## config.mk

```make
export PLATFORM = sky130hd
export DESIGN_NAME = sched_ph
export DESIGN_NICKNAME = d
export VERILOG_FILES = /design/src/rtl/sched_ph_pkg.sv /design/src/rtl/sched_ph_next.sv /design/src/rtl/sched_ph.sv
export SDC_FILE = /design/constraint.sdc
export NUM_CORES = 1
export LEC_CHECK = 0
export CORE_ASPECT_RATIO = 0.9
export CORE_MARGIN = 3
export CORE_UTILIZATION = 45
export CTS_CLUSTER_SIZE = 8
export DETAILED_ROUTE_END_ITERATION = 12
export GPL_ROUTABILITY_DRIVEN = 0
export PLACE_DENSITY = 0.78
export SLEW_MARGIN = 20
export SYNTH_ARGS = -nofsm -noshare
export SYNTH_HDL_FRONTEND = slang
export SYNTH_SLANG_ARGS = --single-unit
```

## constraint.sdc

```tcl
create_clock -name clk -period 2.2 [get_ports clk]
set_clock_uncertainty 0.2 [all_clocks]
set_input_delay 0.55 -clock clk [delete_from_list [all_inputs] [get_ports clk]]
set_output_delay 0.55 -clock clk [all_outputs]
set_load 0.02 [all_outputs]
```

## src/rtl/sched_ph_pkg.sv

```systemverilog
// Shared constants, action encoding and width helper for the phase scheduler.
package sched_ph_pkg;

  localparam int PH_F  = 0;
  localparam int PH_E  = 1;
  localparam int PH_M  = 2;
  localparam int PH_WB = 3;

  localparam logic MODE_RUN  = 1'b0;
  localparam logic MODE_STEP = 1'b1;

  typedef enum logic [1:0] {
    ACT_FREEZE,
    ACT_WAIT,
    ACT_PARK,
    ACT_ADV
  } sched_act_e;

  // Phase index width; at least one bit even for two phases.
  function automatic int ph_width(input int nph);
    return (nph <= 2) ? 1 : $clog2(nph);
  endfunction

endpackage

```

## src/rtl/sched_ph_next.sv

```systemverilog
// Next-phase search: the lowest unskipped index above p, or a wrap to phase 0.
module sched_ph_next #(
  parameter int NPH = 4,
  parameter int PW  = 2
) (
  input  logic [PW-1:0]  p_i,
  input  logic [NPH-1:0] skip_i,
  output logic [PW-1:0]  nxt_o,
  output logic           wrap_o
);

  // Scanning downwards lets the lowest qualifying index win.
  always_comb begin
    nxt_o  = '0;
    wrap_o = 1'b1;
    for (int q = NPH - 1; q >= 1; q--) begin
      if (PW'(q) > p_i && !skip_i[q]) begin
        nxt_o  = PW'(q);
        wrap_o = 1'b0;
      end
    end
  end

endmodule

```

## src/rtl/sched_ph.sv

```systemverilog
// Parametrised CPU phase scheduler: one-hot phases with skip, wait states,
// hold, single-step and a retired-instruction counter. Flops use the falling edge.
//
// action     | meaning
// ACT_FREEZE | hold or en low: nothing changes
// ACT_WAIT   | wait states remain: count down, stay in phase
// ACT_PARK   | single-step parked in fetch, no step this edge
// ACT_ADV    | move to the next unskipped phase (wrap retires)
module sched_ph
  import sched_ph_pkg::*;
#(
  parameter  int NPH = 4,
  parameter  int WSW = 4,
  parameter  int ICW = 16,
  localparam int PW  = ph_width(NPH)
) (
  input  logic           clk,
  input  logic           reset,
  input  logic           en,
  input  logic           hold,
  input  logic           mode,
  input  logic           step,
  input  logic [NPH-1:0] skip,
  input  logic [NPH-1:0] stretch,
  input  logic [WSW-1:0] ws,
  output logic [NPH-1:0] ph,
  output logic [PW-1:0]  clk_stat,
  output logic           first,
  output logic           done,
  output logic [ICW-1:0] icnt
);

  logic [PW-1:0]  p_q, p_d;
  logic [WSW-1:0] wc_q, wc_d;
  logic           first_q, first_d;
  logic [ICW-1:0] icnt_q, icnt_d;
  logic [PW-1:0]  nxt;
  logic           nxt_wrap;
  sched_act_e     act;

  sched_ph_next #(
    .NPH (NPH),
    .PW  (PW)
  ) u_next (
    .p_i    (p_q),
    .skip_i (skip),
    .nxt_o  (nxt),
    .wrap_o (nxt_wrap)
  );

  // Hold outranks the wait countdown so stalls never eat wait states.
  always_comb begin
    act = ACT_ADV;
    if (hold || !en) begin
      act = ACT_FREEZE;
    end else if (wc_q != '0) begin
      act = ACT_WAIT;
    end else if (p_q == PW'(PH_F) && mode == MODE_STEP && !step) begin
      act = ACT_PARK;
    end
  end

  always_comb begin
    p_d     = p_q;
    wc_d    = wc_q;
    first_d = first_q;
    icnt_d  = icnt_q;
    done    = 1'b0;
    unique case (act)
      ACT_FREEZE: ;
      ACT_WAIT: begin
        wc_d    = wc_q - 1'b1;
        first_d = 1'b0;
      end
      ACT_PARK: begin
        first_d = 1'b0;
      end
      ACT_ADV: begin
        p_d     = nxt;
        wc_d    = stretch[nxt] ? ws : '0;
        first_d = 1'b1;
        // A reset edge abandons the instruction, so it never retires.
        if (nxt_wrap && reset) begin
          done   = 1'b1;
          icnt_d = icnt_q + 1'b1;
        end
      end
      default: ;
    endcase
  end

  always_ff @(negedge clk) begin
    if (!reset) begin
      p_q     <= '0;
      wc_q    <= '0;
      first_q <= 1'b1;
      icnt_q  <= '0;
    end else begin
      p_q     <= p_d;
      wc_q    <= wc_d;
      first_q <= first_d;
      icnt_q  <= icnt_d;
    end
  end

  always_comb begin
    ph      = '0;
    ph[p_q] = 1'b1;
  end

  assign clk_stat = p_q;
  assign first    = first_q;
  assign icnt     = icnt_q;

endmodule
```

==> flow_summary.toml, run 1 <==
[clock_tree]
cts_setup_buffers = 16
cts_sinks = 23
numCtsBuffers = 3
cts_resized = 195
cts_hold_buf = 0
cts-root-buf = "clkbuf_4"
htreeDepth = 1
cts.path.max_buffers = 2

[floorplanning]
dieWidth_um = 62.8
die_y_um = 57.1
io_pins = 42
start_util = 0.500
rows = 17

[run_status]
failing_step = "4_1_cts"
status = "aborted with a tool error"
error_line = "[ERROR DPL-0033] detailed placement checks failed during check placement."

[place]
place.port_buffers = 40
hpwlAfterDp_um = 3050
dpl-instance-area_um2 = 2180

[synth]
avgSynthCellArea_um2 = 8.28
syn_nets = 178
syn-instance-count = 158
ys_seq_area_frac = 0.352
synth_seq_cells = 23
yosysWarnings = 0
synthesis.area_um2 = 1310
ys.flop_type = "dfxtp_1"
yosysUniqueCellTypes = 44
async_flop_share = 0
synth-edff-count = 0
[cell usage after synthesis, drive strengths merged (2+ instances only)]
| cell type | number | share of area |
|---|---|---|
| dfxtp | 23 | 0.35 |
| nor2 | 21 | 0.060 |
| nand2 | 14 | 0.040 |
| xnor2 | 13 | 0.087 |
| inv | 9 | 0.026 |
| nor4 | 9 | 0.069 |
| nor3 | 8 | 0.031 |
| a21oi | 7 | 0.027 |
| o21ai | 7 | 0.027 |
| nand3 | 6 | 0.023 |
| buf | 5 | 0.026 |
| nand4 | 3 | 0.019 |
| o211ai | 3 | 0.017 |
| a211oi | 2 | 0.011 |
| and3 | 2 | 0.0096 |
| ha | 2 | 0.019 |
| mux2i | 2 | 0.015 |
| nor2b | 2 | 0.0096 |
| o22ai | 2 | 0.0096 |
[logic make-up after synthesis]
family                   after synthesis  synth area share
AND/OR/NAND/NOR                       74             0.328
AO/OA/AOI/OAI                         28             0.135
flip-flops                            23             0.352
buffers and inverters                 15            0.0545
XOR/XNOR                              13            0.0871
multiplexers                           3            0.0239
adder cells (fa/ha/maj)                2            0.0191
[per-stage QoR]
step | util | worst slack, ns | hold slack [ns] | cells | setup TNS (ns)
detailed placement | 0.832 | -1.47 | 0.270 | 277 | -48.44
global placement | 0.832 | -1.43 | 0.260 | 277 | -47.78
floorplan | - | -0.936 | 0.294 | 158 | -20.73
==> inputs of run 2 (changes only) <==
--- a/config.mk
+++ b/config.mk
@@ -5,13 +5,11 @@
 export SDC_FILE = /design/constraint.sdc
 export NUM_CORES = 1
 export LEC_CHECK = 0
-export CORE_ASPECT_RATIO = 0.9
 export CORE_MARGIN = 3
-export CORE_UTILIZATION = 45
-export CTS_CLUSTER_SIZE = 8
+export CORE_UTILIZATION = 35
 export DETAILED_ROUTE_END_ITERATION = 12
 export GPL_ROUTABILITY_DRIVEN = 0
-export PLACE_DENSITY = 0.78
+export PLACE_DENSITY_LB_ADDON = 0.15
 export SLEW_MARGIN = 20
 export SYNTH_ARGS = -nofsm -noshare
 export SYNTH_HDL_FRONTEND = slang
==> run 2 against run 1 <==
  * The flow now finishes, with violations (negative setup slack)
  * Synthesized cell count is the same
  * Synthesized area is the same
==> flow_summary.toml, run 2 <==
[clock_tree]
insertion_delay_ns = 0.35
cts_sinks = 23
cts_tree = "done"
clk_pin_slew_ns = 0.06
cts.path.max_buffers = 2
htreeDepth = 1
cts-root-buf = "clkbuf_8"
cts_hold_buf = 0
numCtsBuffers = 3

[place]
place.port_buffers = 40
hpwlAfterDp_um = 2720
dpl-instance-area_um2 = 2110

[run_status]
violations = "negative setup slack"
status = "finished with violations"

[synth]
synth_top_area_share = 0.352
synthesis.area_um2 = 1310
ys.flop_type = "dfxtp_1"
synth_area_leaders = "dfxtp_1, xnor2_1, nor2_1"
yosysWarnings = 0
yosysTopAreaCell = "dfxtp_1"
synth_commonest_cells = "dfxtp_1, nor2_1, nand2_1, xnor2_1"
yosys.cell_count.top_type = "dfxtp_1"
synth_seq_cells = 23
async_flop_share = 0
yosysUniqueCellTypes = 44
syn-instance-count = 158
syn_nets = 178
ys_seq_area_frac = 0.352
avgSynthCellArea_um2 = 8.28
synth-edff-count = 0

[routing]
viasPerCell = 5.14
vias = 1681
firstDrtPassIters = 4
drc = 0
drtIter0Drc = 84
wl_um = 5150
final_antenna_net_count = 0
wl_per_cell_um = 15.7

[timing]
hold_viol = 0
worstMarginPinSlew_ns = 0.481
setup_viol = 47
rsz0062_at_grt = "yes"
slew_headroom = 0.679
fin_ws_ns = -1.27
final_max_slew_viol_count = 0

[layout]
num-fill-cells = 217
synthToLayoutAreaGrowth_pct = 109
drive_above_1_share = 0.559
mostFrequentLayoutCells = "buf_4, buf_6, inv_1"
stdcell_area_um2 = 2740
largest_register_ffs = 16
fin_nets = 302
final_common_cell = "buf_4"
antenna_cells = 0

[floorplanning]
design.core.area_um2 = 3470
rows = 21
dieWidth_um = 67.1
die_area_um2 = 4510
start_util = 0.377
die_y_um = 67.1
io_pins = 42

[grt]
grt-ovfl-total = 0
grt_use_total = 0.199
grt_max_degree = 18
grt_pass1_vias = 1675
antenna_found_initial = 0
grt_pass1_wl_um = 6920

[run]
drv_cap = 0

[pwr]
power.leakage_nw = 1.24
power_density_nw_per_um2 = 490
vdd_drop_max_uv = 285
total_power_w = 0.00134

[setup_path]
critPathLaunchType = "input pin"
crit_fanout = 5
required_ns = 1.11
cp.arrival_ns = 2.38
end_kind = "register"
crit_type = "input pin to register"

[min_path]
min_path_type = "register to register"
[run 2: timing repair]
| item | 4_1_cts | 5_1_grt |
|---|---|---|
| setup buffers | 8 | 18 |
| gates resized for setup | 182 | 55 |
| gates cloned | 1 | 1 |
| pin swaps | 9 | 21 |
| setup endpoints to repair | 47 | 47 |
[run 2: final cells by class]
class / count / area [um^2] / share of cell area
clock buffer: 3 / 41.3 / 0.0151
clock inverter: 24 / 116 / 0.0425
inverter: 8 / 40.0 / 0.0146
multi-input combinational: 121 / 998 / 0.365
sequential: 23 / 533 / 0.195
tap: 46 / 57.6 / 0.0210
timing repair buffer: 102 / 950 / 0.347
[run 2: critical path, cell delays in order]
cell,delay (ns)
clkbuf_2,0.09
or4b_4,0.57
buf_4,0.16
buf_6,0.11
buf_6,0.10
buf_6,0.10
buf_6,0.10
buf_6,0.13
nand4_4,0.12
nor4_1,0.09
xnor2_1,0.20
nor2_1,0.06
[run 2: path summary, 6_finish.rpt]
path,from,endpoint,slack (ns),depth (start not counted)
setup / recovery,step,icnt[12]$_SDFFE_NN0P_,-1.27,12
hold / removal,first$_SDFFE_NN1P_,first$_SDFFE_NN1P_,0.31,2
setup reg to reg,clk_stat[1]$_SDFFE_NN0P_,icnt[12]$_SDFFE_NN0P_,-0.27,12
hold reg to reg,first$_SDFFE_NN1P_,first$_SDFFE_NN1P_,0.31,2
[run 2: cell families after synthesis]
family | share of synthesized area
AO/OA/AOI/OAI | 0.135
XOR/XNOR | 0.0871
adder cells (fa/ha/maj) | 0.0191
buffers and inverters | 0.0545
flip-flops | 0.352
multiplexers | 0.0239
AND/OR/NAND/NOR | 0.328
[run 2: power by group]
part / leakage (nW) / switching [W] / internal, W / total (W)
logic: 0.876 / 0.000170 / 0.000186 / 0.000356
registers: 0.201 / 0.00000983 / 0.000409 / 0.000418
clock network: 0.158 / 0.000268 / 0.000298 / 0.000566
total: 1.24 / 0.000448 / 0.000893 / 0.00134
[run 2: per-stage QoR]
step	util	instances	hold slack [ns]	TNS, ns	setup WS, ns
after global placement	0.609	275	0.258	-47.43	-1.44
after detailed placement	0.609	275	0.269	-48.04	-1.48
final	0.789	327	0.312	-38.52	-1.27
after CTS	0.716	310	0.287	-33.64	-1.23
after global routing	0.789	327	0.327	-40.10	-1.28
after floorplan	-	158	0.294	-20.73	-0.936
[run 2: layer usage]
layer | share of wire | track usage | routed length, um
met1 | 0.39 | 0.217 | 2010
met2 | 0.53 | 0.328 | 2730
met3 | 0.049 | 0.0708 | 254
met4 | 0.031 | 0.119 | 162
met5 | 0 | 0 | 0
Note: power is estimated with default switching activity, not from simulation.
==> edit 1, RTL diff (flow settings as in run 2) <==
Make the reset (`reset`) asynchronous in one clocked block.
--- a/src/rtl/sched_ph.sv
+++ b/src/rtl/sched_ph.sv
@@ -89,7 +89,7 @@
     endcase
   end
 
-  always_ff @(negedge clk) begin
+  always_ff @(negedge clk or negedge reset) begin
     if (!reset) begin
       p_q     <= '0;
       wc_q    <= '0;
Function: differs if reset is asserted again (counterexample within 4 cycles, from zero or initial values and one cycle with reset low); with reset held inactive, the same outputs for 10 cycles.
==> edit 1 against run 2 <==
The flow still finishes with violations (negative setup slack); die area grew 3.7%; area after synthesis grew 4.1%; utilization shrank 8.4 points; critical path type is now register to output port; routed wire length shrank 15%; critical path depth shrank 7; design area shrank 4.3%; sequential share of layout area grew 2.5 points; sequential cell count is the same; worst setup slack gained 0.028 ns; highest routed layer unchanged.
Power is not compared: it rests on default switching activity, and its combinational part moved more than twofold at a synthesized area within 25%.
==> edit 1: results (changes against run 2) <==
[power_and_ir_drop]
p_sw_frac = 0.3751

[global_routing]
grt_max_degree = 24  ; +6
grt_pass1_wl_um = 7010  ; +1.3%
first_global_vias = 1494  ; -11%
grt.total_usage = 0.2024  ; +0.003879

[placed_design]
detailed_place_hpwl_um = 2802  ; +3.0%
dp_slack_ns = -1.480  ; +0.001860 ns
io_buffer_count = 40  ; unchanged

[run_status]
status = finished with violations
violations = negative setup slack

[clock_tree]
clk_path_buf_depth = 2  ; unchanged
cts-root-buf = clkbuf_8
numCtsBuffers = 3  ; unchanged
clock_latency_ns = 0.28  ; -0.07 ns

[cells_and_area]
fillers = 288  ; +33%
nNetsFinal = 269  ; -11%
antenna_cells = 0  ; unchanged
drive_gt1_frac = 0.5927  ; +0.03402

[critical_path]
worstRegToRegCells = 11  ; -1
worst_ep_arrival_time_ns = 2.69  ; +0.31 ns
critPathMaxFanout = 2  ; -3
slowest_delay_ns = 0.49  ; -0.08 ns
cp_slowest_cell = or4b_4
critPathTopFamily = simple AND/OR/NAND/NOR gates

[timing]
fin_tns_setup_ns = -36.10  ; +2.424 ns
layout_setup_ws_ns = -1.244  ; +0.02764 ns
maxSlewHeadroom = 0.7177  ; +0.03910
setup_violations = 47  ; unchanged

[worst_hold_path]
hp-class = register to register
whs_path_depth = 1  ; -1

[route]
vias = 1429  ; -15%
drtIter0Drc = 42  ; -50%
wl_um = 4373  ; -15%

[logic_synthesis]
netlist_top_cells_count = dfrtn_1, inv_1, nor2_1, xnor2_1, nand2_1
syn-num-nets = 157  ; -12%
synth_area_leaders = dfrtn_1, xnor2_1, inv_1
synthArstFlopShare = 1.000  ; +1.000
seq_area_frac_synth = 0.4237  ; +0.07156
yosysUniqueCellTypes = 46  ; +4.5%

## edit 1: changes by cell type in the layout (fill, tap and decap cells not counted), moves of 7 or more
| cell | change |
|---|---|
| buf_4 | +15 |
| clkbuf_2 | -8 |
| dfrtn_1 | +22 |
| dfxtp_4 | -19 |
| inv_1 | -16 |
| nand2_1 | -9 |
| nor2_1 | -12 |
| xnor2_1 | -7 |
## edit 1: cell type report
class	instances	area share
clock buffer	3	0.01577
clock inverter	2	0.003344
inverter	15	0.02341
multi-input combinational	96	0.3387
sequential	23	0.2203
tap	48	0.02293
timing repair buffer	109	0.3755
## edit 1: logic make-up (layout without fill, tap and decap cells)
logic type | Yosys count | in the layout | share of synthesized area
AND/OR/NAND/NOR | 51 | 51 | 0.2436
AO/OA/AOI/OAI | 28 | 28 | 0.1563
flip-flops | 23 | 23 | 0.4237
buffers and inverters | 18 | 129 | 0.06158
XOR/XNOR | 15 | 15 | 0.09650
adder cells (fa/ha/maj) | 2 | 2 | 0.01838
## edit 1: final timing paths
kind | from | to | slack [ns]
setup / recovery | clk_stat[0] | done | -1.24
hold / removal | first | first | 0.31
setup reg to reg | wc_q[1] | wc_q[1] | -0.01
hold reg to reg | first | first | 0.31
max in group asynchronous | reset | first | 0.13
min in group asynchronous | reset | icnt[9] | 1.35
## edit 1: metrics by stage
| stage | cells | utilization | instance area, um^2 |
|---|---|---|---|
| after floorplan | 137 | - | 1380 |
| after global placement | 265 | 0.5744 | 2135 |
| after detailed placement | 265 | 0.5744 | 2135 |
| after CTS | 290 | 0.6721 | 2497 |
| after global routing | 296 | 0.7047 | 2619 |
| final | 296 | 0.7047 | 2619 |
## edit 1: timing repair
item	in CTS	in global routing
buffers inserted	22	18
cloned	0	0
pin swaps	16	8
resized for setup	199	25
setup endpoints to repair	70	48
## edit 1: power groups by stage
stage / combinational, mW / sequential, mW / clock, mW
2_1_floorplan: 0.407 / 0.632 / 0.00569
3_3_place_gp: 0.956 / 0.568 / 0.00569
3_5_place_dp: 0.974 / 0.570 / 0.00569
4_1_cts: 1.12 / 0.563 / 0.285
5_1_grt: 1.46 / 0.574 / 0.299
6_report: 1.35 / 0.565 / 0.275
## edit 1: routing by layer
layer  up-vias  wire length (um)  share of wire  track usage
met3         8               161          0.037      0.03448
met4         0                65          0.015      0.05707
met2        33              2377           0.54       0.3658
met1       688              1767           0.40       0.2446
li1        700                 -              -            -
met5         -                 0              0            0
## edit 1: worst reg2reg max path, delay by kind of cell (launching register included)
family / cells / cell delay [ns]
AOI/OAI and AO/OA: 2 / 0.34
adders and majority gates: 1 / 0.16
buffers and inverters: 5 / 0.64
DFF: 1 / 0.42
and+or+nand+nor: 3 / 0.30
==> edit 2, RTL diff (config.mk and constraints of run 2) <==
Made on the original files. The parameter `ICW` goes from 16 to 17.
--- a/src/rtl/sched_ph.sv
+++ b/src/rtl/sched_ph.sv
@@ -11,7 +11,7 @@
 #(
   parameter  int NPH = 4,
   parameter  int WSW = 4,
-  parameter  int ICW = 16,
+  parameter  int ICW = 17,
   localparam int PW  = ph_width(NPH)
 ) (
   input  logic           clk,
Ports: changed (resized icnt); port bits go from 42 to 43. No check against the original RTL was run, so the function may have changed too.
==> edit 2 against run 2 <==
The flow still finishes with violations (negative setup slack); routed wire length rose by 17%; area after synthesis rose by 5.4%; synthesized cell count rose by 8.2%; power fell by 3.2%; sequential power rose by 4%; design area rose by 8.8%; worst setup slack improved by 0.043 ns; global-route usage rose by 1.6 points; clock power fell by 14%; cell count rose by 6.7%; register-to-register slack improved by 0.03 ns; sequential cell count rose by 1; critical path type is now register to output port.
==> edit 2: results (changes against run 2) <==
[run_status]
status = finished with violations
violations = negative setup slack

[logic_synthesis]
yosysUniqueCellTypes = 41  ; -6.8%
syn-num-nets = 191  ; +7.3%
synthCells = 171  ; +8.2%
seq_area_frac_synth = 0.3488  ; -0.003379

[power_and_ir_drop]
ir_drop_uv = 266.0  ; -6.8%
seq_power_uw = 434  ; +4%
power_leakage_nw = 1.445  ; +17%
power_frac_seq = 0.335  ; +0.023
pwr-share-clk = 0.375  ; -0.047

[route]
wl_per_cell_um = 17.25  ; +9.5%
met3_length_um = 359  ; +41%

[timing]
layout_setup_ws_ns = -1.228  ; +0.04321 ns
maxSlewHeadroom = 0.4640  ; -0.2146
setup_violations = 49  ; +4.3%

[global_routing]
use_met2 = 0.3743  ; +0.04665
grt_max_degree = 17  ; -1
met3_usage = 0.06645  ; -0.004376
use_met1 = 0.2431  ; +0.02645

[critical_path]
r2r_slack_ns = -0.24  ; +0.03 ns
worstRegToRegCells = 8  ; -4
critPathMaxFanout = 2  ; -3

[clock_tree]
cts_resized = 185  ; +1.6%
clock_latency_ns = 0.38  ; +0.03 ns

[cells_and_area]
nNetsFinal = 322  ; +6.6%

edit 2: final cells by class:
cell class | count | area, um^2 | area share
multi-input combinational | 128 | 1105 | 0.3712
timing repair buffer | 112 | 1082 | 0.3636
sequential | 24 | 555.5 | 0.1866
clock inverter | 25 | 96.34 | 0.03237
tap | 48 | 60.06 | 0.02018
clock buffer | 3 | 41.29 | 0.01387
inverter | 9 | 36.28 | 0.01219
edit 2: kinds of logic (layout without fill, tap and decap cells):
group | count (synthesis) | count (layout)
buf+inv | 19 | 149
simple gates | 79 | 79
flops | 24 | 24
mux | 2 | 2
xor+xnor | 14 | 14
compound gates | 31 | 31
fa+ha+maj | 2 | 2
edit 2: worst max path at each step:
stage / to / start / depth (start not counted)
2_1_floorplan: done / clk_stat[1] / 5
3_3_place_gp: icnt[16] / hold / 6
3_5_place_dp: icnt[11] / mode / 6
4_1_cts: done / clk_stat[1] / 4
5_1_grt: done / clk_stat[0] / 4
6_report: done / clk_stat[0] / 4
